===== src/rtl/vwb_pkg.sv =====
// Shared types for the vector-lane writeback stage.
// Exec-result bundle and load element-width code.
package vwb_pkg;

  localparam int WB_DW = 64;
  localparam int WB_AW = 5;
  localparam logic [2:0] SEW_64 = 3'b011;

  typedef struct packed {
    logic [WB_DW-1:0] data;
    logic [WB_AW-1:0] dest;
    logic [2:0]       sew;
    logic             masked;
    logic [WB_DW-1:0] operand_3;
  } wb_exec_entry_t;

endpackage


===== src/rtl/vwb_fifo.sv =====
// Generic synchronous FIFO with wrap pointers and an entry peek port.
// valid[i] marks slots currently holding queued data.
module vwb_fifo #(
  parameter int WIDTH = 8,
  parameter int DEPTH = 4
) (
  input  logic                          clk,
  input  logic                          rst_n,
  input  logic                          push,
  input  logic                          pop,
  input  logic [WIDTH-1:0]              din,
  output logic [WIDTH-1:0]              dout,
  output logic                          full,
  output logic                          empty,
  output logic [$clog2(DEPTH):0]        count,
  output logic [DEPTH-1:0][WIDTH-1:0]   entries,
  output logic [DEPTH-1:0]              valid
);

  localparam int AW = $clog2(DEPTH);

  logic [AW:0]                  wptr;
  logic [AW:0]                  rptr;
  logic [DEPTH-1:0][WIDTH-1:0]  mem;
  logic [AW-1:0]                off;

  always_ff @(posedge clk or negedge rst_n) begin
    if (!rst_n) begin
      wptr <= '0;
      rptr <= '0;
      mem  <= '0;
    end else begin
      if (push && !full) begin
        mem[wptr[AW-1:0]] <= din;
        wptr <= wptr + 1'b1;
      end
      if (pop && !empty)
        rptr <= rptr + 1'b1;
    end
  end

  assign count   = wptr - rptr;
  assign empty   = (wptr == rptr);
  assign full    = ((wptr ^ rptr) == {1'b1, {AW{1'b0}}});
  assign dout    = mem[rptr[AW-1:0]];
  assign entries = mem;

  // A slot is live when its distance from the read pointer is below count
  always_comb begin
    valid = '0;
    off   = '0;
    for (int i = 0; i < DEPTH; i++) begin
      off      = AW'(i) - rptr[AW-1:0];
      valid[i] = ({1'b0, off} < count);
    end
  end

endmodule


===== src/rtl/vlane_writeback_mq.sv =====
// Vector-lane writeback: load-dest queue, exec FIFO, one registered RF port.
// Optional WB_BYPASS_EN lets an exec result skip an empty FIFO.
module vlane_writeback_mq
  import vwb_pkg::*;
#(
  parameter int DATA_WIDTH = WB_DW,
  parameter int REG_AW     = WB_AW,
  parameter int LQ_DEPTH   = 4,
  parameter int EQ_DEPTH   = 2
) (
  input  logic                   clk,
  input  logic                   rst_n,
  input  logic                   ld_issue_valid,
  input  logic [REG_AW-1:0]      ld_issue_dest,
  output logic                   ld_issue_ready,
  input  logic                   ld_rsp_valid,
  input  logic [DATA_WIDTH-1:0]  ld_rsp_data,
  input  logic                   ex_valid,
  output logic                   ex_ready,
  input  logic [DATA_WIDTH-1:0]  ex_data,
  input  logic [REG_AW-1:0]      ex_dest,
  input  logic [2:0]             ex_sew,
  input  logic                   ex_masked,
  input  logic [DATA_WIDTH-1:0]  ex_operand_3,
  output logic                   rf_we,
  output logic [DATA_WIDTH-1:0]  rf_data,
  output logic [REG_AW-1:0]      rf_dest,
  output logic [2:0]             rf_sew,
  output logic                   rf_masked,
  output logic [DATA_WIDTH-1:0]  rf_operand_3,
  output logic                   rf_is_load,
  output logic [2**REG_AW-1:0]   pending_mask,
  output logic                   ld_orphan
);

  localparam int EW = $bits(wb_exec_entry_t);

  logic                               lq_full;
  logic                               lq_empty;
  logic [$clog2(LQ_DEPTH):0]          lq_count;
  logic [REG_AW-1:0]                  lq_head;
  logic [LQ_DEPTH-1:0][REG_AW-1:0]    lq_entries;
  logic [LQ_DEPTH-1:0]                lq_valid;

  logic                               eq_full;
  logic                               eq_empty;
  logic [$clog2(EQ_DEPTH):0]          eq_count;
  logic [EQ_DEPTH-1:0][EW-1:0]        eq_entries;
  logic [EQ_DEPTH-1:0]                eq_valid;
  wb_exec_entry_t                     eq_head;
  wb_exec_entry_t                     ex_in;

  logic ld_match;
  logic ex_acc;
  logic ex_byp;
  logic eq_push;
  logic sel_eq;
  logic unused_peek;

  assign ld_issue_ready = ~lq_full;
  assign ex_ready       = ~eq_full;
  assign ld_match       = ld_rsp_valid & ~lq_empty;
  assign ex_acc         = ex_valid & ex_ready;
  assign sel_eq         = ~ld_match & ~eq_empty;

`ifdef WB_BYPASS_EN
  assign ex_byp = ex_acc & eq_empty & ~ld_match;
`else
  assign ex_byp = 1'b0;
`endif

  assign eq_push = ex_acc & ~ex_byp;

  assign ex_in = '{
    data:      ex_data,
    dest:      ex_dest,
    sew:       ex_sew,
    masked:    ex_masked,
    operand_3: ex_operand_3
  };

  vwb_fifo #(
    .WIDTH (REG_AW),
    .DEPTH (LQ_DEPTH)
  ) u_lq (
    .clk     (clk),
    .rst_n   (rst_n),
    .push    (ld_issue_valid & ld_issue_ready),
    .pop     (ld_match),
    .din     (ld_issue_dest),
    .dout    (lq_head),
    .full    (lq_full),
    .empty   (lq_empty),
    .count   (lq_count),
    .entries (lq_entries),
    .valid   (lq_valid)
  );

  vwb_fifo #(
    .WIDTH (EW),
    .DEPTH (EQ_DEPTH)
  ) u_eq (
    .clk     (clk),
    .rst_n   (rst_n),
    .push    (eq_push),
    .pop     (sel_eq),
    .din     (ex_in),
    .dout    (eq_head),
    .full    (eq_full),
    .empty   (eq_empty),
    .count   (eq_count),
    .entries (eq_entries),
    .valid   (eq_valid)
  );

  assign unused_peek = ^{lq_count, eq_count, eq_entries, eq_valid};

  // Duplicate dests naturally keep a bit set until the last one pops
  always_comb begin
    pending_mask = '0;
    for (int i = 0; i < LQ_DEPTH; i++)
      if (lq_valid[i])
        pending_mask[lq_entries[i]] = 1'b1;
  end

  always_ff @(posedge clk or negedge rst_n) begin
    if (!rst_n) begin
      rf_we        <= 1'b0;
      rf_is_load   <= 1'b0;
      rf_data      <= '0;
      rf_dest      <= '0;
      rf_sew       <= '0;
      rf_masked    <= 1'b0;
      rf_operand_3 <= '0;
      ld_orphan    <= 1'b0;
    end else begin
      if (ld_rsp_valid && lq_empty)
        ld_orphan <= 1'b1;
      unique case (1'b1)
        ld_match: begin
          rf_we        <= 1'b1;
          rf_is_load   <= 1'b1;
          rf_data      <= ld_rsp_data;
          rf_dest      <= lq_head;
          rf_sew       <= SEW_64;
          rf_masked    <= 1'b0;
          rf_operand_3 <= '0;
        end
        sel_eq: begin
          rf_we        <= 1'b1;
          rf_is_load   <= 1'b0;
          rf_data      <= eq_head.data;
          rf_dest      <= eq_head.dest;
          rf_sew       <= eq_head.sew;
          rf_masked    <= eq_head.masked;
          rf_operand_3 <= eq_head.operand_3;
        end
        ex_byp: begin
          rf_we        <= 1'b1;
          rf_is_load   <= 1'b0;
          rf_data      <= ex_data;
          rf_dest      <= ex_dest;
          rf_sew       <= ex_sew;
          rf_masked    <= ex_masked;
          rf_operand_3 <= ex_operand_3;
        end
        default: begin
          rf_we      <= 1'b0;
          rf_is_load <= 1'b0;
        end
      endcase
    end
  end

endmodule


===== config.mk =====
export PLATFORM = sky130hd
export DESIGN_NAME = vlane_writeback_mq
export DESIGN_NICKNAME = d
export VERILOG_FILES = /design/src/rtl/vwb_pkg.sv /design/src/rtl/vwb_fifo.sv /design/src/rtl/vlane_writeback_mq.sv
export SDC_FILE = /design/constraint.sdc
export NUM_CORES = 1
export LEC_CHECK = 0
export ABC_AREA = 0
export BUFFER_PORTS_ARGS = -buffer_cell sky130_fd_sc_hd__buf_2
export CAP_MARGIN = 25
export CORE_MARGIN = 5
export CORE_UTILIZATION = 25
export DETAILED_ROUTE_END_ITERATION = 10
export PLACE_DENSITY = 0.4
export SYNTH_ARGS = -nofsm -noshare
export SYNTH_HDL_FRONTEND = slang
export SYNTH_SLANG_ARGS = --single-unit

===== constraint.sdc =====
create_clock -name clk -period 7.7 [get_ports clk]
set_input_delay 1.155 -clock clk [delete_from_list [all_inputs] [get_ports clk]]
set_output_delay 1.155 -clock clk [all_outputs]
set_load 0.02 [all_outputs]

==> results.py, run 1 <==
metrics = {
    "placement": {
        "dp_hpwl_mm": 42.9,
        "routabilityCongestion": 0.805,
        "portBuffers": 384,
    },
    "clocking": {
        "clock_latency_ps": 600,
        "cts_sinks": 444,
        "clkTransAtPathRegs_ps": 60,
        "clockBufferDepth": 3,
        "ctsResizeCount": 0,
        "postCtsSetupBuffers": 0,
        "clock-root-buffer": "clkbuf_16",
        "cts_tree": "done",
        "cts_buffers": 54,
        "htreeDepth": 2,
        "ctsHoldBuffers": 0,
    },
    "routing": {
        "drc": 0,
        "vias": 14700,
        "drt-total-wl_mm": 64.0,
        "wire_per_inst_um": 20.4,
        "viasPerCell": 4.67,
        "drtIter0Drc": 563,
        "ant_nets": 0,
        "first_pass_iters": 5,
    },
    "sta": {
        "finalCriticalPeriod_ps": 5210,
        "worst_pin_slew_ps": 994,
        "finalHoldViolCount": 0,
        "slew_headroom": 0.337,
        "worst_clock_skew_ps": 24.6,
        "setup_viol_count_final": 0,
        "slew_violations": 0,
        "fmax_ghz": 0.192,
        "grt_setup_unrepaired": "false",
        "fin_tns_setup_ps": 0,
        "fin_crit_sh": 0.676,
    },
    "synth": {
        "yosysTopAreaCellShare": 0.550,
        "syn-num-nets": 1919,
        "avgSynthCellArea_um2": 11.9,
        "yosysUniqueCellTypes": 45,
        "yosysWarnings": 0,
        "synth_area_leaders": "dfrtp_1 (55%), mux2_1 (13%), mux2i_1 (6.7%), a21oi_1 (3.5%), mux2_2 (3.1%)",
        "synth_edf_count": 0,
        "syn-cell-area_um2": 20200,
        "synth_flop_cell": "dfrtp_1",
        "synthArstFlopShare": 1.00,
        "ys_ff_latch": 444,
        "synth_commonest_cells": "dfrtp_1 (444), mux2_1 (239), a21oi_1 (141)",
        "synth.most_common_cell": "dfrtp_1",
        "yosysTopAreaCell": "dfrtp_1",
        "ys_seq_area_frac": 0.550,
        "synth_cells": 1695,
    },
    "grt": {
        "antenna_found_initial": 8,
        "grt_pass1_vias": 15800,
        "overflow": 0,
        "grt_usage": 0.144,
        "grt_max_degree": 149,
        "grt_first_pass_wirelength_mm": 98.7,
    },
    "floorplanning": {
        "die_area_um2": 86700,
        "num_rows": 104,
        "die_w_um": 294,
        "die_h_um": 294,
        "initial_core_util": 0.251,
        "io_pins": 385,
        "core_um2": 80400,
    },
    "power_and_ir_drop": {
        "ir_drop_mv": 0.247,
        "p_per_area_nw_per_um2": 533,
        "finalPower_mw": 13.3,
        "power.leakage_nw": 11.3,
    },
    "cells_and_area": {
        "drive_gt1_frac": 0.276,
        "fin_nets": 2255,
        "syn2layout_area_growth_pct": 23.9,
        "fill_cells": 8343,
    },
    "setup_path": {
        "cp.arrival_ps": 4050,
        "path_class": "reg2out",
        "required_ps": 6550,
        "slowest_stage": "dfrtp_1",
        "path_max_fanout": 26,
        "startpoint_type": "flip-flop",
        "crit_path_cell_trace": "ha_1 > inv_1 > fa_1 > inv_1 > ha_1 > nor2b_1 > o21ai_2 > buf_4 > or3b_1 > o221ai_1 > buf_2",
        "cpPeakStageDelay_ps": 580,
        "critPathCaptureType": "output port",
    },
    "status": {
        "outcome": "finished, final reports clean",
    },
    "job": {
        "cap_violations": 0,
    },
    "min_path": {
        "min_path_type": "reg2reg",
    },
}
-- final timing paths --
path                                         startpoint                       endpoint  slack (ps)  cells after the start
min                        u_eq.entries[47]$_DFFE_PN0P_   u_eq.entries[47]$_DFFE_PN0P_         490                      1
min in group asynchronous                         rst_n  u_eq.entries[133]$_DFFE_PN0P_         590                      1
min reg2reg                u_eq.entries[47]$_DFFE_PN0P_   u_eq.entries[47]$_DFFE_PN0P_         490                      1
max in group asynchronous                         rst_n  u_eq.entries[233]$_DFFE_PN0P_        5730                      2
max reg2reg                    u_eq.rptr[0]$_DFFE_PN0P_   u_eq.entries[14]$_DFFE_PN0P_        4080                      5
max                            u_lq.rptr[0]$_DFFE_PN0P_                pending_mask[4]        2490                     11
-- cell type report --
class | instances | area [µm²] | share of cell area
flip-flops and latches | 444 | 11100 | 0.444
multi-input cells | 1114 | 8590 | 0.343
repair buffers | 409 | 2180 | 0.0872
clock buffers | 85 | 1630 | 0.0650
well taps | 1060 | 1330 | 0.0530
clock inverters | 14 | 153 | 0.00610
inverters | 8 | 35.0 | 0.00140
diodes | 6 | 15.0 | 0.000600
-- sequential cells by signal (all words and copies together) (netlist names), 3 cells and up --
| register | count |
|---|---|
| rf_data | 64 |
| rf_dest | 5 |
| rf_operand_3 | 64 |
| rf_sew | 3 |
| u_eq.entries | 274 |
| u_lq.entries | 20 |
| u_lq.rptr | 3 |
| u_lq.wptr | 3 |
-- cells in the final DEF (no fill, tap or decap), types with 4 or more instances in the layout --
master	count
o211ai_1	23
a211oi_1	68
o21ai_1	4
nand3_1	10
nor3_1	8
ha_1	12
inv_6	5
mux4_2	5
xnor2_1	8
mux2_2	55
nand2_1	114
mux2i_1	135
clkbuf_1	15
nand2b_1	9
a22oi_1	28
o221ai_1	7
clkbuf_8	16
inv_1	7
clkbuf_16	54
dfrtp_1	443
o21ai_0	73
buf_4	21
nand3b_1	10
nor2b_1	6
or3b_2	8
clkinv_2	5
buf_2	383
nor2_1	118
a21oi_1	141
mux2_1	239
diode_2	6
-- power breakdown --
group          total, mW  internal [mW]  switching, mW
Sequential          4.38           3.54          0.839
Combinational       6.43           2.44           4.00
Clock               2.53           1.51           1.01
Total               13.3           7.49           5.85
-- worst max-delay path, delay by kind of cell, from the launching register on --
| family | cells | cell delay (ps) |
|---|---|---|
| fa+ha+maj | 3 | 1070 |
| buf+inv | 4 | 680 |
| compound gates | 2 | 390 |
| flops | 1 | 580 |
| simple gates | 2 | 720 |
-- routing by layer --
layer	routed length, µm	up-vias	track usage
met5	25	-	0
met4	1190	4	0.0310
met3	4130	95	0.0355
met2	30500	401	0.241
met1	28100	7403	0.191
li1	-	6776	-
-- through the flow --
step	util	hold WS (ps)	std cells	cell area (µm²)	worst slack, ps
floorplan	-	456	1695	20200	3710
finish	0.311	485	3140	25000	2490
detailed placement	0.288	473	3033	23200	3140
global placement	0.288	468	3033	23200	3180
global route	0.311	498	3136	25000	2300
CTS	0.311	486	3132	25000	2460
-- cell families after synthesis --
group                      count (synthesis)  share of synthesized area
DFF                                      444                      0.550
buffers and inverters                    137                     0.0282
adders and majority gates                 13                    0.00842
xor gates and xnor gates                  14                    0.00761
and+or+nand+nor                          301                     0.0652
muxes                                    434                      0.236
AOI/OAI and AO/OA                        352                      0.105
Note: power is estimated with default switching activity, not from simulation.
==> run 2, diff against run 1 <==
Settings changed: ABC_AREA 0 to 1.
Clock period 7.7 ns to 4.95 ns, I/O delays scaled along.
==> run 2 against run 1 <==
  * Register-to-register slack worse by 2200 ps
  * First-iteration DRC count grew 100%
  * Cell count up 32%
  * Synthesized cell count rose by 59%
  * Flip-flop and latch count stayed put
  * Power up 42%
  * Worst hold slack worse by 280 ps
  * Die area rose by 3.9%
  * Critical path type unchanged
==> results.py, run 2 <==
metrics = {
    "sta": {
        "slew_headroom": 0.296,
        "fin_tns_setup_ps": 0,
        "fin_crit_sh": 0.853,
        "finalHoldViolCount": 0,
        "grt_setup_unrepaired": "false",
        "setup_viol_count_final": 0,
        "worst_clock_skew_ps": 15.3,
        "finalCriticalPeriod_ps": 4220,
        "worst_pin_slew_ps": 1050,
        "fmax_ghz": 0.237,
        "slew_violations": 0,
    },
    "setup_path": {
        "critPathCaptureType": "output port",
        "startpoint_type": "flip-flop",
        "path_max_fanout": 32,
        "required_ps": 4210,
        "ff2ff_setup_slack_ps": 1840,
        "path_class": "reg2out",
        "cp.arrival_ps": 3480,
    },
    "clocking": {
        "cts_buffers": 53,
        "cts_sinks": 444,
        "cts_tree": "done",
        "clockBufferDepth": 3,
        "htreeDepth": 2,
        "clock_latency_ps": 590,
        "clock-root-buffer": "clkbuf_16",
        "ctsHoldBuffers": 0,
        "ctsResizeCount": 0,
        "clkTransAtPathRegs_ps": 60,
        "postCtsSetupBuffers": 0,
    },
    "synth": {
        "synth.most_common_cell": "nand2_1",
        "syn-cell-area_um2": 21000,
        "synth_edf_count": 0,
        "ys_ff_latch": 444,
        "synth_cells": 2702,
        "yosysUniqueCellTypes": 27,
        "syn-num-nets": 2926,
        "yosysTopAreaCellShare": 0.528,
        "ys_seq_area_frac": 0.528,
        "synth_commonest_cells": "nand2_1 (1,072), dfrtp_1 (444), nand3_1 (283)",
        "synth_area_leaders": "dfrtp_1 (53%), nand2_1 (19%), nand3_1 (6.7%), o21ai_0 (6.4%), inv_1 (3.6%)",
        "avgSynthCellArea_um2": 7.79,
        "yosysTopAreaCell": "dfrtp_1",
        "yosysWarnings": 0,
        "synthArstFlopShare": 1.00,
        "synth_flop_cell": "dfrtp_1",
    },
    "cells_and_area": {
        "fill_cells": 9130,
        "drive_gt1_frac": 0.164,
        "fin_nets": 3235,
        "layout_common_cells": "nand2_1 (1,071), dfrtp_1 (443), buf_2 (383), nand3_1 (282), o21ai_0 (269)",
        "syn2layout_area_growth_pct": 20.7,
        "final_cell_area_um2": 25400,
        "mostFrequentLayoutCell": "nand2_1",
        "largest_reg_flops": 274,
    },
    "grt": {
        "grt_usage": 0.168,
        "overflow": 0,
        "grt_pass1_vias": 19200,
        "grt_first_pass_wirelength_mm": 119,
        "grt_max_degree": 168,
        "antenna_found_initial": 31,
    },
    "min_path": {
        "min_path_type": "in2async",
    },
    "floorplanning": {
        "die_area_um2": 90100,
        "io_pins": 385,
        "die_h_um": 300,
        "num_rows": 106,
        "initial_core_util": 0.252,
        "die_w_um": 300,
        "core_um2": 83600,
    },
    "routing": {
        "first_pass_iters": 5,
        "viasPerCell": 4.60,
        "drtIter0Drc": 1138,
        "drc": 0,
        "wire_per_inst_um": 18.7,
        "vias": 19100,
        "drt-total-wl_mm": 77.6,
        "ant_nets": 0,
    },
    "placement": {
        "portBuffers": 384,
        "placed_area_um2": 23700,
        "dp_hpwl_mm": 51.6,
        "routabilityCongestion": 0.830,
    },
    "status": {
        "outcome": "finished, final reports clean",
    },
    "job": {
        "cap_violations": 0,
    },
    "power_and_ir_drop": {
        "ir_drop_mv": 0.721,
        "p_per_area_nw_per_um2": 748,
        "power.leakage_nw": 13.0,
    },
}
==> run 2: logic make-up after synthesis <==
kind of cell    count (synthesis)  synth area share
fa+ha+maj                      13           0.00809
buf+inv                       365            0.0799
simple gates                 1543             0.301
flops                         444             0.528
compound gates                328            0.0785
xor+xnor                        9           0.00464
==> run 2: final cells by class <==
cell class,instances,area [µm²],share of cell area
clock buffers,82,1530,0.0601
clock inverters,11,97.6,0.00384
inverters,204,772,0.0304
repair buffers,415,2230,0.0877
diodes,13,32.5,0.00128
multi-input cells,1893,8270,0.326
well taps,1080,1350,0.0532
flip-flops and latches,444,11100,0.438
==> run 2: power breakdown <==
part / internal, mW / switching, mW / total [mW]
clock network: 2.16 / 1.57 / 3.72
registers: 5.31 / 0.925 / 6.23
logic: 2.50 / 6.55 / 9.05
total: 9.96 / 9.04 / 19.0
==> run 2: routing by layer <==
| layer | share of wire | track usage | vias to the layer above |
|---|---|---|---|
| li1 | - | - | 9175 |
| met1 | 0.42 | 0.210 | 9223 |
| met2 | 0.48 | 0.286 | 495 |
| met3 | 0.068 | 0.0445 | 151 |
| met4 | 0.027 | 0.0477 | 20 |
| met5 | 0.0018 | 0 | - |
==> run 2: worst paths after layout <==
kind,startpoint,end,cells past startpoint
setup / recovery,u_lq.rptr[0]$_DFFE_PN0P_,pending_mask[9],12
hold / removal,rst_n,u_eq.entries[105]$_DFFE_PN0P_,1
setup reg to reg,u_lq.rptr[0]$_DFFE_PN0P_,rf_operand_3[39]$_DFFE_PN0P_,9
hold reg to reg,u_eq.entries[76]$_DFFE_PN0P_,u_eq.entries[76]$_DFFE_PN0P_,2
max in group asynchronous,rst_n,rf_operand_3[26]$_DFFE_PN0P_,2
min in group clk,ex_operand_3[5],u_eq.entries[142]$_DFFE_PN0P_,3
==> run 2: worst max-delay path, stage by stage (launching register included) <==
cell and delay (ps):
dfrtp_1 630, ha_1 270, inv_1 70, fa_1 470, inv_1 80, ha_1 300
inv_1 60, o21bai_1 50, nand3_1 80, buf_4 340, nand3_1 120, nand4_1 210
buf_2 200
==> run 2: stage by stage <==
stage / util / hold WS, ps / cells / total power [mW] / setup WS [ps]
2_1_floorplan: - / 444 / 2702 / 12.3 / 1860
3_3_place_gp: 0.284 / 458 / 4036 / 15.4 / 1380
3_5_place_dp: 0.284 / 464 / 4036 / 15.5 / 1370
4_1_cts: 0.304 / 279 / 4129 / 19.4 / 737
5_1_grt: 0.304 / 305 / 4132 / 20.6 / 507
6_report: 0.304 / 203 / 4142 / 19.0 / 729
==> run 3, diff against run 2 <==
Settings changed: CORE_UTILIZATION 25 to 30, PLACE_DENSITY 0.4 to 0.46, SLEW_MARGIN set to 20.
==> run 3 against run 2 <==
  * Clock skew up 17 ps
  * Setup slack better by 36 ps
  * Power rose by 1.7%
  * Critical path type unchanged
  * Largest cell class unchanged
  * Highest routed layer unchanged
==> results.py, run 3 (synthesis results as in run 2) <==
metrics = {
    "setup_path": {
        "path_max_fanout": 32,
        "cp.arrival_ps": 3440,
        "startpoint_type": "flip-flop",
        "critPathCaptureType": "output port",
        "ff2ff_setup_slack_ps": 1760,
        "rr_endpoint": "rf_operand_3[47]$_DFFE_PN0P_",
        "required_ps": 4210,
        "worst_r2r_path_depth": 8,
        "path_class": "reg2out",
        "r2r_start": "u_eq.rptr[0]$_DFFE_PN0P_",
    },
    "sta": {
        "finalHoldViolCount": 0,
        "finalCriticalPeriod_ps": 4180,
        "fin_crit_sh": 0.845,
        "worst_clock_skew_ps": 32.0,
        "grt_setup_unrepaired": "false",
        "slew_violations": 0,
        "fin_tns_setup_ps": 0,
        "worst_pin_slew_ps": 1000,
        "setup_viol_count_final": 0,
        "slew_headroom": 0.328,
        "fmax_ghz": 0.239,
    },
    "cells_and_area": {
        "syn2layout_area_growth_pct": 20.9,
        "multiInputGateArea_um2": 8270,
        "fin_nets": 3231,
        "post-route-util": 0.365,
        "mostFrequentLayoutCell": "nand2_1",
        "final_cell_area_um2": 25400,
        "fill_cells": 7312,
        "largest_reg_flops": 274,
        "drive_gt1_frac": 0.167,
        "layout_common_cells": "nand2_1 (1,071), dfrtp_1 (443), buf_2 (383), nand3_1 (282), o21ai_0 (269)",
        "layout.area.seq_um2": 11100,
    },
    "routing": {
        "ant_nets": 0,
        "drtIter0Drc": 1367,
        "vias": 19000,
        "first_pass_iters": 6,
        "drc": 0,
        "drt-total-wl_mm": 72.9,
        "wire_per_inst_um": 18.2,
        "viasPerCell": 4.76,
    },
    "clocking": {
        "ctsResizeCount": 0,
        "cts_tree": "done",
        "clock_latency_ps": 590,
        "clock-root-buffer": "clkbuf_16",
        "cts_sinks": 444,
        "clockBufferDepth": 3,
        "cts_buffers": 53,
        "htreeDepth": 2,
        "clkTransAtPathRegs_ps": 60,
        "ctsHoldBuffers": 0,
        "postCtsSetupBuffers": 0,
    },
    "power_and_ir_drop": {
        "ir_drop_mv": 0.787,
        "power.leakage_nw": 13.1,
        "p_per_area_nw_per_um2": 760,
    },
    "placement": {
        "placed_area_um2": 23500,
        "portBuffers": 384,
        "routabilityCongestion": 0.866,
        "dp_hpwl_mm": 47.2,
    },
    "floorplanning": {
        "die_w_um": 275,
        "die_h_um": 275,
        "die_area_um2": 75500,
        "initial_core_util": 0.302,
        "core_um2": 69800,
        "num_rows": 97,
        "io_pins": 385,
    },
    "grt": {
        "grt_first_pass_wirelength_mm": 113,
        "grt_usage": 0.188,
        "grt_pass1_vias": 19000,
        "grt_max_degree": 151,
        "antenna_found_initial": 31,
        "overflow": 0,
    },
    "job": {
        "cap_violations": 0,
    },
    "status": {
        "outcome": "finished, final reports clean",
    },
    "min_path": {
        "min_path_type": "in2async",
    },
}
==> run 3: worst max-delay path, cell delays in order (launching register included) <==
cell and delay, ps:
dfrtp_1 640, ha_1 250, inv_1 70, fa_1 470, inv_1 80, ha_1 310
inv_1 60, o21bai_1 60, nand3_1 80, buf_4 360, nand3_1 110, nand4_1 170
buf_2 190
==> run 3: power by group <==
group / internal, mW / switching, mW / leakage [nW]
clock network: 2.51 / 1.57 / 0.904
registers: 5.30 / 0.942 / 5.53
logic: 2.51 / 6.49 / 6.67
==> run 3: area by class of cell <==
cell class	instances	area share
multi-input combinational	1893	0.325
clock inverter	20	0.0107
tap	940	0.0462
antenna	13	0.00128
timing repair buffer	411	0.0878
sequential	444	0.437
inverter	204	0.0303
clock buffer	78	0.0618
==> run 3: per-stage QoR <==
stage	hold slack [ps]	worst slack, ps	cells	power (mW)
after floorplan	444	1860	2702	12.3
after global placement	457	1450	3891	15.2
after detailed placement	464	1400	3891	15.4
after CTS	192	765	3989	19.6
after global routing	214	495	3995	20.9
final	162	766	4003	19.3
==> run 3: worst max-delay path by stage <==
stage,start,to,slack (ps)
after floorplan,u_lq.wptr[0]$_DFFE_PN0P_,pending_mask[0],1860
after global placement,u_lq.rptr[0]$_DFFE_PN0P_,pending_mask[5],1450
after detailed placement,u_lq.rptr[0]$_DFFE_PN0P_,pending_mask[4],1400
after CTS,u_lq.rptr[0]$_DFFE_PN0P_,pending_mask[4],760
after global routing,u_lq.rptr[0]$_DFFE_PN0P_,pending_mask[5],500
final,u_lq.rptr[0]$_DFFE_PN0P_,pending_mask[4],770
==> run 3: layer usage <==
layer / GRT usage / vias up / routed length, µm
met2: 0.310 / 513 / 34300
met3: 0.0549 / 140 / 5320
met4: 0.0465 / 30 / 1710
li1: - / 9166 / -
met5: 0 / - / 195
met1: 0.245 / 9189 / 31400
